--- config.mk ---
export PLATFORM = sky130hd
export DESIGN_NAME = imm_pack
export DESIGN_NICKNAME = d
export VERILOG_FILES = /design/src/rtl/imm_pack.sv
export SDC_FILE = /design/constraint.sdc
export NUM_CORES = 1
export LEC_CHECK = 0
export ABC_CLOCK_PERIOD_IN_PS = 2140
export BUFFER_PORTS_ARGS = -buffer_cell sky130_fd_sc_hd__buf_2
export CAP_MARGIN = 20
export CELL_PAD_IN_SITES_DETAIL_PLACEMENT = 1
export CELL_PAD_IN_SITES_GLOBAL_PLACEMENT = 2
export CORE_UTILIZATION = 33
export DETAILED_ROUTE_END_ITERATION = 8
export GPL_ROUTABILITY_DRIVEN = 0
export HOLD_SLACK_MARGIN = 0.02
export PLACE_DENSITY_LB_ADDON = 0.05
export SLEW_MARGIN = 30
export SYNTH_ARGS = -nofsm -noshare
export SYNTH_HDL_FRONTEND = slang
export SYNTH_SLANG_ARGS = --single-unit
--- constraint.sdc ---
create_clock -name clk -period 2.14 [get_ports clk]
set_input_delay 0.428 -clock clk [delete_from_list [all_inputs] [get_ports clk]]
set_output_delay 0.428 -clock clk [all_outputs]
set_load 0.05 [all_outputs]
--- src/rtl/imm_pack.sv ---
// Constant packer: splits a 32-bit constant into the shortest sequence of
// (16-bit immediate, extension op) words that the immediate extender rebuilds.
module imm_pack #(
    parameter int ENABLE_SHIFT = 1,
    parameter int CNT_W        = 16
) (
    input  logic             clk,
    input  logic             reset_n,
    input  logic             in_valid,
    output logic             in_ready,
    input  logic [31:0]      in_value,
    output logic             out_valid,
    input  logic             out_ready,
    output logic [15:0]      out_imm,
    output logic [1:0]       out_eop,
    output logic             out_last,
    output logic [CNT_W-1:0] const_count,
    output logic [CNT_W-1:0] word_count
);

    typedef enum logic [1:0] {
        IDLE  = 2'd0,
        EMIT1 = 2'd1,
        EMIT2 = 2'd2
    } state_t;

    localparam logic [1:0] EOP_SIGN  = 2'b00;
    localparam logic [1:0] EOP_ZERO  = 2'b01;
    localparam logic [1:0] EOP_UPPER = 2'b10;
    localparam logic [1:0] EOP_SHIFT = 2'b11;

    state_t             state_reg;
    logic [15:0]        imm_reg;
    logic [1:0]         eop_reg;
    logic               last_reg;
    logic               two_reg;
    logic [15:0]        lo_reg;
    logic [CNT_W-1:0]   const_count_reg;
    logic [CNT_W-1:0]   word_count_reg;

    logic               sign_fit;
    logic               zero_fit;
    logic               upper_fit;
    logic               shift_fit;
    logic [15:0]        cls_imm;
    logic [1:0]         cls_eop;
    logic               cls_two;
    logic               out_hs;

    assign sign_fit  = (in_value[31:15] == {17{in_value[15]}});
    assign zero_fit  = (in_value[31:16] == 16'h0000);
    assign upper_fit = (in_value[15:0] == 16'h0000);
    assign shift_fit = (ENABLE_SHIFT != 0) && (in_value[1:0] == 2'b00) &&
                       (in_value[31:17] == {15{in_value[17]}});

    // Priority order matters: 0x00001234 must come out as a sign word, not zero.
    always_comb begin
        cls_imm = in_value[31:16];
        cls_eop = EOP_UPPER;
        cls_two = 1'b1;
        if (sign_fit) begin
            cls_imm = in_value[15:0];
            cls_eop = EOP_SIGN;
            cls_two = 1'b0;
        end else if (zero_fit) begin
            cls_imm = in_value[15:0];
            cls_eop = EOP_ZERO;
            cls_two = 1'b0;
        end else if (upper_fit) begin
            cls_imm = in_value[31:16];
            cls_eop = EOP_UPPER;
            cls_two = 1'b0;
        end else if (shift_fit) begin
            cls_imm = in_value[17:2];
            cls_eop = EOP_SHIFT;
            cls_two = 1'b0;
        end
    end

    assign in_ready  = (state_reg == IDLE);
    assign out_valid = (state_reg == EMIT1) || (state_reg == EMIT2);
    assign out_hs    = out_valid && out_ready;

    always_ff @(posedge clk or negedge reset_n) begin
        if (!reset_n) begin
            state_reg <= IDLE;
            imm_reg   <= 16'h0000;
            eop_reg   <= 2'b00;
            last_reg  <= 1'b0;
            two_reg   <= 1'b0;
            lo_reg    <= 16'h0000;
        end else begin
            case (state_reg)
                IDLE: begin
                    if (in_valid) begin
                        imm_reg   <= cls_imm;
                        eop_reg   <= cls_eop;
                        last_reg  <= !cls_two;
                        two_reg   <= cls_two;
                        lo_reg    <= in_value[15:0];
                        state_reg <= EMIT1;
                    end
                end
                EMIT1: begin
                    if (out_ready) begin
                        if (two_reg) begin
                            imm_reg   <= lo_reg;
                            eop_reg   <= EOP_ZERO;
                            last_reg  <= 1'b1;
                            state_reg <= EMIT2;
                        end else begin
                            state_reg <= IDLE;
                        end
                    end
                end
                EMIT2: begin
                    if (out_ready) begin
                        state_reg <= IDLE;
                    end
                end
                default: state_reg <= IDLE;
            endcase
        end
    end

    // Counters wrap freely; no saturation.
    always_ff @(posedge clk or negedge reset_n) begin
        if (!reset_n) begin
            const_count_reg <= '0;
            word_count_reg  <= '0;
        end else if (out_hs) begin
            word_count_reg <= word_count_reg + 1'b1;
            if (last_reg) begin
                const_count_reg <= const_count_reg + 1'b1;
            end
        end
    end

    assign out_imm     = imm_reg;
    assign out_eop     = eop_reg;
    assign out_last    = last_reg;
    assign const_count = const_count_reg;
    assign word_count  = word_count_reg;

endmodule

==> out/results.ini, run 1 <==
[outcome]
status=finished, final reports clean

[place]
port-buffer-count=88
placed_area_sq_um=4568
pre_cts_ws_ps=-238.3
place_inst=601
hpwl_um=7834

[routing]
drt_pass1_iterations=4
first_iter_violations=64
via_per_inst=5.141
wl_per_cell_um=17.15
ant_nets=0
vias=3172
routed_wl_um=10580
drc=0

[setup_path]
arrival_ps=2250
r2r-start=state_reg[0]
reg2reg_slack_ps=150
critPathSlowestCell=or4_1
r2r-end=word_count[9]
worst_path_dominant_cell_family=simple AND/OR/NAND/NOR gates
required_ps=2370
critPathMaxStageDelay_ps=590
crit_chain=buf_2 > or4_1 > nor4_4 > nor3_4 > buf_4 > a221oi_1 > o21ai_1
start_kind=input port
worstPathBufferInverterCount=2
path_class=input port to flip-flop
worstSetupEndpointType=flip-flop
cp_max_fo=8
ff2ff_path_depth=8

[pwr]
p_per_area_nw_per_um2=1430
clock_power_share_pct=19.2
ir_drop_uv=790.8
power_switching_mw=3.137
total_power_mw=6.892
p_leak_nw=2.284
power.share.switching_pct=45.53
combPwrFrac_pct=50.7
seqPwrFrac_pct=30.1
power.internal_mw=3.754

[cts]
clock-sinks=70
cts_setup_buffers=0
cts_root_buffer=clkbuf_8
clockBufferDepth=2
cts.repair.resized=0
htree_levels=3
cts_made_buffers=9
clk_latency_ps=350
clk_pin_slew_ps=80
cts_tree=yes
cts_hold_buffers=0

[sta]
period_needed_ps=2019
finalSetupTns_ps=0
fmax_mhz=495.4
skew_ps=9.467
whs_ps=84.94
slew_headroom_pct=65.49
tightest_slew_ps=504.6
maxSlewViolCount=0
min_period_over_period_pct=94.33
setup_viol=0
hold_viol=0
fin_ws_ps=121.4

[synthesis]
synth_top_area_share_pct=48.09
synth_warnings=0
ys_ff_latch=70
synth_flop_cell=dfrtp_1
yosysUniqueCellTypes=49
synthesis.instances=341
yosysSeqAreaShare_pct=48.09
syn_area_sq_um=3642
synth_edf_count=0
syn_nets=382
syn_avg_cell_area_sq_um=10.68
synth_async_sr_flop_share_pct=100.0
synth_area_leaders=dfrtp_1 (48%), mux2_2 (5.6%), xnor2_1 (4.8%), nand2_1 (3.7%), o311ai_2 (3.1%)
yosys.area.top_type=dfrtp_1

[flow_run]
drv_cap=0

[final_layout]
syn2layout_area_growth_pct=32.36
num-nets-final=517
final_cell_count_no_fill=617
drive_gt1_share_pct=40.33
antenna_cells=0
final_cell_area_sq_um=4821
utilization_pct=45.87

[die]
start_util_pct=34.66
row_count=37
coreArea_sq_um=10510
die-area_sq_um=11460
pin_count=89
die-height_um=107.1
dieWidth_um=107.1

[global_routing]
grt_max_degree=71
grt_usage_pct=19.97
overflow=0
antenna_found_initial=0
grt_pass1_vias=3312
grt_pass1_wl_um=17400

[hold_path]
min_path_type=input port to asynchronous set/reset pin

[worst max-delay path by stage]
stage / endpoint / startpoint / slack, ps / cells past startpoint
5_1_grt: const_count[14] / state_reg[1] / -8 / 8
3_5_place_dp: out_imm[8] / in_value[5] / -240 / 7
6_report: out_imm[12] / in_value[5] / 120 / 7
2_1_floorplan: out_imm[4] / in_value[24] / 20 / 7
3_3_place_gp: out_imm[12] / in_value[5] / -220 / 7
4_1_cts: word_count[9] / state_reg[0] / 50 / 8
[synthesized netlist by cell type, types with 6 or more instances]
master,instances
dfrtp_1,70
nand2_1,36
xnor2_1,20
o21ai_1,19
mux2_2,18
nor2_1,18
nand2b_1,15
nand3_1,14
nand4_1,11
xor2_1,10
inv_1,9
a211oi_1,8
a221oi_1,8
a21boi_0,7
o311ai_2,7
a21oi_1,6
clkbuf_1,6
[cell type report]
class	count	area [sq um]
repair buffers	136	825.8
clock buffers	11	131.4
fillers	1223	5688
well taps	136	170.2
multi-input cells	250	1800
clock inverters	5	107.6
inverters	9	33.78
flip-flops and latches	70	1752
[cells in the final DEF (no fill, tap or decap), types with 9 or more instances in the layout]
cell and n:
buf_2 88, buf_4 46, clkbuf_8 9, dfrtp_1 70, inv_1 9, mux2_2 18, nand2_1 36, nand2b_1 15
nand3_1 14, nand4_1 11, nor2_1 15, o21ai_1 19, xnor2_1 20, xor2_1 10
[power groups by stage]
stage                     clock network (mW)  logic [mW]  registers (mW)
after global placement                     0        3.49            2.09
after detailed placement                   0        3.53            2.10
after floorplan                            0        1.67            2.95
final                                   1.32        3.50            2.07
after CTS                               1.36        3.54            2.08
after global routing                    1.40        3.82            2.13
[cells by family (layout without fill, tap and decap cells)]
family	Yosys count	count (layout)	share of synthesized area, %
AOI/OAI and AO/OA	74	74	15.53
xor gates and xnor gates	30	30	7.214
adders and majority gates	5	5	1.718
buffers and inverters	21	161	2.920
DFF	70	70	48.09
muxes	18	18	5.565
and+or+nand+nor	123	123	18.96
[routing by layer]
layer	global-route usage, %	part of all wire [%]
met4	6.067	1.2
met1	25.37	47
met3	3.951	3.2
met2	34.10	49
met5	0	0
No activity file was read; power rests on OpenSTA's default activity.
==> inputs of run 2 (changes only) <==
--- a/config.mk
+++ b/config.mk
@@ -6,12 +6,13 @@
 export NUM_CORES = 1
 export LEC_CHECK = 0
 export ABC_CLOCK_PERIOD_IN_PS = 2140
-export BUFFER_PORTS_ARGS = -buffer_cell sky130_fd_sc_hd__buf_2
 export CAP_MARGIN = 20
 export CELL_PAD_IN_SITES_DETAIL_PLACEMENT = 1
 export CELL_PAD_IN_SITES_GLOBAL_PLACEMENT = 2
-export CORE_UTILIZATION = 33
+export CORE_UTILIZATION = 35
+export CTS_BUF_LIST = sky130_fd_sc_hd__clkbuf_4 sky130_fd_sc_hd__clkbuf_8 sky130_fd_sc_hd__clkbuf_16
 export DETAILED_ROUTE_END_ITERATION = 8
+export DONT_BUFFER_PORTS = 1
 export GPL_ROUTABILITY_DRIVEN = 0
 export HOLD_SLACK_MARGIN = 0.02
 export PLACE_DENSITY_LB_ADDON = 0.05
==> out/results.ini, run 2 (synthesis gave the netlist of run 1 again) <==
[outcome]
status=finished, final reports clean

[setup_path]
path_class=input port to flip-flop
required_ps=2370  ; about the same
cp_max_fo=8  ; unchanged
start_kind=input port
r2r-end=word_count[13]
ff2ff_path_depth=8  ; unchanged
worstSetupEndpointType=flip-flop
arrival_ps=2210  ; -40 ps
r2r-start=state_reg[0]
reg2reg_slack_ps=200  ; +50 ps

[cts]
cts_tree=yes
cts_made_buffers=9  ; unchanged
htree_levels=3  ; unchanged
cts_root_buffer=clkbuf_8
cts_setup_buffers=0  ; unchanged
clk_pin_slew_ps=80  ; about the same
clock-sinks=70  ; unchanged
clk_latency_ps=350  ; about the same
clockBufferDepth=2  ; unchanged

[final_layout]
fillCellCount=1098  ; -10%
mostFrequentLayoutCell=dfrtp_1
num-nets-final=428  ; -17%
syn2layout_area_growth_pct=19.65
final_cell_count_no_fill=526  ; -15%
utilization_pct=43.98  ; -1.9 points
drive_gt1_share_pct=27.55  ; -13 points
final_cell_mix=dfrtp_1 (70), buf_4 (44), nand2_1 (36)

[sta]
setup_viol=0  ; unchanged
whs_ps=216.8  ; +131.9 ps
skew_ps=9.965  ; +0.4972 ps
rsz0062_at_grt=no
fmax_mhz=504.7  ; +1.9%
hold_viol=0  ; unchanged
maxSlewViolCount=0  ; unchanged
tightest_slew_ps=668.4  ; +163.8 ps
period_needed_ps=1981  ; -37.41 ps
min_period_over_period_pct=92.58  ; -1.7 points
slew_headroom_pct=55.28  ; -10 points

[routing]
routed_wl_um=10290  ; -2.8%
met3WireLength_um=596  ; +75%
vias=2861  ; -9.8%
first_iter_violations=110  ; +72%
drt_pass1_iterations=4  ; unchanged
routed.top_layer=met4
ant_nets=0  ; unchanged
drc=0  ; unchanged
wl_met2_um=4853  ; -5.7%
wl_per_cell_um=19.56  ; +14%
via_per_inst=5.439  ; +5.8%
wl_met1_um=4677  ; -5.8%

[pwr]
total_power_mw=6.558  ; -4.8%
p_per_area_nw_per_um2=1505  ; +5.3%
ir_drop_uv=652.4  ; -17%
power_switching_mw=3.083  ; -1.7%
p_leak_nw=1.875  ; -18%
power.internal_mw=3.475  ; -7.4%
seqPwrFrac_pct=41.4  ; +11 points
combPwrFrac_pct=41.1  ; -9.6 points
clock_power_share_pct=17.5  ; -1.7 points
power.share.switching_pct=47.01  ; +1.5 points

[place]
hpwl_um=7398  ; -5.6%
port-buffer-count=0  ; -100%
place_inst=507  ; -16%

[die]
die-height_um=104.0  ; -2.8%
die-area_sq_um=10820  ; -5.6%
coreArea_sq_um=9910  ; -5.7%
row_count=36  ; -2.7%
start_util_pct=36.76  ; +2.1 points
dieWidth_um=104.0  ; -2.8%
pin_count=89  ; unchanged

[global_routing]
grt_usage_pct=20.16  ; +0.20 points
grt_max_degree=71  ; unchanged
overflow=0  ; unchanged
grt_pass1_vias=3034  ; -8.4%
grt_pass1_wl_um=16930  ; -2.7%
antenna_found_initial=1  ; +1

[hold_path]
worstHoldPathCells=1
min_to=lo_reg[0]
min_from=in_value[0]
min_path_type=input port to flip-flop

[flow_run]
drv_cap=0  ; unchanged

==> run 2: changes by cell type in the layout (fill, tap and decap cells not counted), moves of 2 or more <==
cell / delta
buf_2: -88
clkinvlp_4: +3
buf_4: -2
bufinv_16: -2
clkbuf_1: -2
clkbuf_8: +2
clkinv_4: -2
==> run 2: how the worst max path moves through the flow <==
stage / slack, ps / startpoint / cells past startpoint / end
final: 160 / in_value[5] / 6 / out_imm[12]
after CTS: 60 / state_reg[0] / 8 / word_count[13]
after floorplan: 20 / in_value[24] / 7 / out_imm[4]
after global routing: 20 / state_reg[0] / 8 / word_count[9]
after global placement: -150 / in_value[5] / 6 / out_imm[13]
after detailed placement: -210 / in_value[5] / 6 / out_imm[12]
==> run 2: timing repair <==
item,CTS,global route
endpoints found under the setup margin,0,8
endpoints found under the hold margin,70,0
gates resized for setup,0,7
hold buffers,2,0
==> run 2: routing by layer <==
layer  up-vias  global-route usage, %
met3        12                  6.516
li1       1335                      -
met5         -                      0
met4         0                  6.122
met1      1432                  26.82
met2        82                  31.14
==> run 2: worst max-delay path, cell delays in order <==
cell and delay, ps:
or4_1 580, nor4_4 410, nor3_4 60, buf_4 170
a221oi_1 450, o21ai_1 120
==> run 2: layout make-up <==
type	instances	area (sq um)	area share (%)
inverter	9	33.78	0.7752
multi-input combinational	250	1807	41.46
clock inverter	5	57.56	1.321
tap	133	166.4	3.819
timing repair buffer	47	387.9	8.900
sequential	70	1752	40.20
antenna	1	2.502	0.05742
clock buffer	11	151.4	3.474
==> run 2: power by group through the flow <==
| stage | sequential, mW | combinational, mW | clock (mW) |
|---|---|---|---|
| floorplan | 2.95 | 1.67 | 0 |
| global placement | 2.73 | 2.64 | 0 |
| detailed placement | 2.76 | 2.68 | 0 |
| CTS | 2.73 | 2.73 | 1.18 |
| global route | 2.79 | 2.96 | 1.24 |
| finish | 2.72 | 2.69 | 1.15 |
==> run 2: metrics by stage <==
| step | setup WS (ps) | cell area, sq um | setup TNS [ps] |
|---|---|---|---|
| after floorplan | 23.10 | 3645 | 0 |
| final | 158.8 | 4358 | 0 |
| after global placement | -151.9 | 4089 | -493.4 |
| after global routing | 19.54 | 4358 | 0 |
| after CTS | 56.51 | 4335 | 0 |
| after detailed placement | -214.9 | 4089 | -1069 |
==> inputs of run 3 (changes only) <==
--- a/config.mk
+++ b/config.mk
@@ -5,10 +5,12 @@
 export SDC_FILE = /design/constraint.sdc
 export NUM_CORES = 1
 export LEC_CHECK = 0
+export ABC_AREA = 1
 export ABC_CLOCK_PERIOD_IN_PS = 2140
 export CAP_MARGIN = 20
 export CELL_PAD_IN_SITES_DETAIL_PLACEMENT = 1
 export CELL_PAD_IN_SITES_GLOBAL_PLACEMENT = 2
+export CORE_ASPECT_RATIO = 1.25
 export CORE_UTILIZATION = 35
 export CTS_BUF_LIST = sky130_fd_sc_hd__clkbuf_4 sky130_fd_sc_hd__clkbuf_8 sky130_fd_sc_hd__clkbuf_16
 export DETAILED_ROUTE_END_ITERATION = 8
==> out/results.ini, run 3 <==
[global_routing]
overflow=0  ; unchanged
grt_pass1_wl_um=17520  ; +3.5%
grt_usage_pct=18.90  ; -1.3 points
grt_max_degree=71  ; unchanged
antenna_found_initial=0  ; -1
grt_pass1_vias=3557  ; +17%

[outcome]
status=finished, final reports clean

[final_layout]
syn2layout_area_growth_pct=17.84
final_cell_count_no_fill=673  ; +28%
drive_gt1_share_pct=17.66  ; -9.9 points
num-nets-final=574  ; +34%
utilization_pct=42.29  ; -1.7 points
antenna_cells=0  ; -1
mostFrequentLayoutCell=nand2_1
final_cell_mix=nand2_1 (142), dfrtp_1 (70), nor2_1 (57)

[setup_path]
path_class=flip-flop to flip-flop
required_ps=2350  ; -20 ps
start_kind=flip-flop
cp_max_fo=5  ; -3
arrival_ps=2150  ; -60 ps
worstSetupEndpointType=flip-flop

[cts]
cts_tree=yes
clockBufferDepth=2  ; unchanged
cts_made_buffers=9  ; unchanged
cts_root_buffer=clkbuf_16
clock-sinks=70  ; unchanged
clk_pin_slew_ps=60  ; -20 ps
clk_latency_ps=330  ; -20 ps
htree_levels=3  ; unchanged

[sta]
tightest_slew_ps=566.9  ; -101.5 ps
fmax_mhz=515.7  ; +2.2%
min_period_over_period_pct=90.62  ; -2.0 points
fin_ws_ps=200.7  ; +41.92 ps
maxSlewViolCount=0  ; unchanged
setup_viol=0  ; unchanged
slew_headroom_pct=62.21  ; +6.9 points
rsz0062_at_grt=no
finalSetupTns_ps=0  ; unchanged
hold_viol=0  ; unchanged
period_needed_ps=1939  ; -41.92 ps
skew_ps=6.591  ; -3.374 ps

[place]
place_inst=654  ; +29%
port-buffer-count=0  ; unchanged
hpwl_um=7872  ; +6.4%
pre_cts_ws_ps=177.4  ; +392.3 ps

[synthesis]
synth.most_common_cell=nand2_1
yosys.area.top_type=dfrtp_1
syn_nets=547  ; +43%
synth_top_area_share_pct=44.04  ; -4.1 points
synth_area_leaders=dfrtp_1 (44%), nand2_1 (13%), nor2_1 (5.5%), inv_1 (4.5%), nand3_1 (3.8%)
syn_avg_cell_area_sq_um=7.861  ; -26%
synth_warnings=0  ; unchanged
synth_flop_cell=dfrtp_1
ys_ff_latch=70  ; unchanged
yosysSeqAreaShare_pct=44.04  ; -4.1 points
yosysUniqueCellTypes=38  ; -22%
synthesis.instances=506  ; +48%
synth_async_sr_flop_share_pct=100.0  ; unchanged
synthTopCellsByCount=nand2_1 (142), dfrtp_1 (70), nor2_1 (58)
synth_edf_count=0  ; unchanged
syn_area_sq_um=3978  ; +9.2%

[die]
start_util_pct=35.89  ; -0.87 points
dieWidth_um=97.35  ; -6.4%
row_count=43  ; +19%
coreArea_sq_um=11080  ; +12%
die-height_um=121.2  ; +17%
die-area_sq_um=11800  ; +9.1%
pin_count=89  ; unchanged

[routing]
ant_nets=0  ; unchanged
wl_per_cell_um=15.83  ; -19%
routed.top_layer=met4
met3WireLength_um=525  ; -12%
first_iter_violations=124  ; +13%
drt_pass1_iterations=4  ; unchanged
drc=0  ; unchanged
wl_met1_um=4632  ; -0.96%
vias=3275  ; +14%
via_per_inst=4.866  ; -11%
wl_met2_um=5342  ; +10%
routed_wl_um=10650  ; +3.6%

[pwr]
total_power_mw=6.638  ; +1.2%
p_leak_nw=2.469  ; +32%
p_per_area_nw_per_um2=1416  ; -5.9%
ir_drop_uv=489.0  ; -25%

[flow_run]
drv_cap=0  ; unchanged

[hold_path]
min_path_type=input port to flip-flop

## run 3: changes by cell type in the layout (fill, tap and decap cells not counted), sizes merged, moves of 8 or more
cell	change
o311ai	-12
nand3	+20
inv	+52
nand2b	-15
nand2	+111
a21oi	+12
a221oi	-8
buf	-16
mux2	-15
nand4	+10
a211oi	-8
nor2	+50
## run 3: final cells by class
type                            instances  area [sq um]
Timing Repair Buffer                   31         267.8
Fill cell                            1359          6396
Tap cell                              135         168.9
Clock buffer                           11         246.5
Multi-Input combinational cell        360          1938
Clock inverter                          5         82.58
Inverter                               61         231.5
Sequential cell                        70          1752
## run 3: cell families after synthesis
kind of cell	Yosys count	share of synthesized area, %
multiplexers	4	1.101
AO/OA/AOI/OAI	43	6.449
XOR/XNOR	30	6.606
buffers and inverters	76	7.990
adder cells (fa/ha/maj)	5	1.573
AND/OR/NAND/NOR	278	32.24
flip-flops	70	44.04
## run 3: worst max-delay path, stage by stage, from the launching register on
cell and delay (ps):
dfrtp_1 350, inv_1 80, ha_2 330, nand2_2 110, nor2_4 160, nand2_2 90
nor2_2 120, nand3_1 140, nor2_2 160, nand4_1 110, xor2_1 180
## run 3: final timing paths
path / depth (start not counted) / from / slack [ps] / to
worst max-delay path: 10 / state_reg[0] / 200 / const_count[14]
worst min-delay path: 1 / in_value[0] / 250 / lo_reg[0]
worst max register to register: 10 / state_reg[0] / 200 / const_count[14]
worst min register to register: 2 / two_reg / 490 / two_reg
max in group asynchronous: 2 / reset_n / 1180 / out_imm[3]
min in group asynchronous: 2 / reset_n / 640 / word_count[6]
## run 3: what timing repair did
action | in CTS | in global routing
hold endpoints to repair | 70 | 0
resized for setup | 0 | 5
buffers inserted | 0 | 1
setup endpoints to repair | 0 | 3
hold buffers | 2 | 0
## run 3: where the power goes
group / internal [mW] / switching, mW
logic: 0.759 / 1.53
clock network: 1.07 / 0.571
registers: 1.77 / 0.937
## run 3: layer usage
| layer | track usage [%] | vias to the layer above |
|---|---|---|
| met2 | 33.85 | 71 |
| met4 | 6.893 | 0 |
| met5 | 0 | - |
| met1 | 21.92 | 1551 |
| met3 | 4.493 | 8 |
| li1 | - | 1645 |
## run 3: through the flow
step / instance area (sq um) / hold slack (ps)
after floorplan: 3980 / 132.4
after global placement: 4285 / 133.9
after detailed placement: 4285 / 133.8
after CTS: 4652 / 233.7
after global routing: 4687 / 238.8
final: 4687 / 250.4
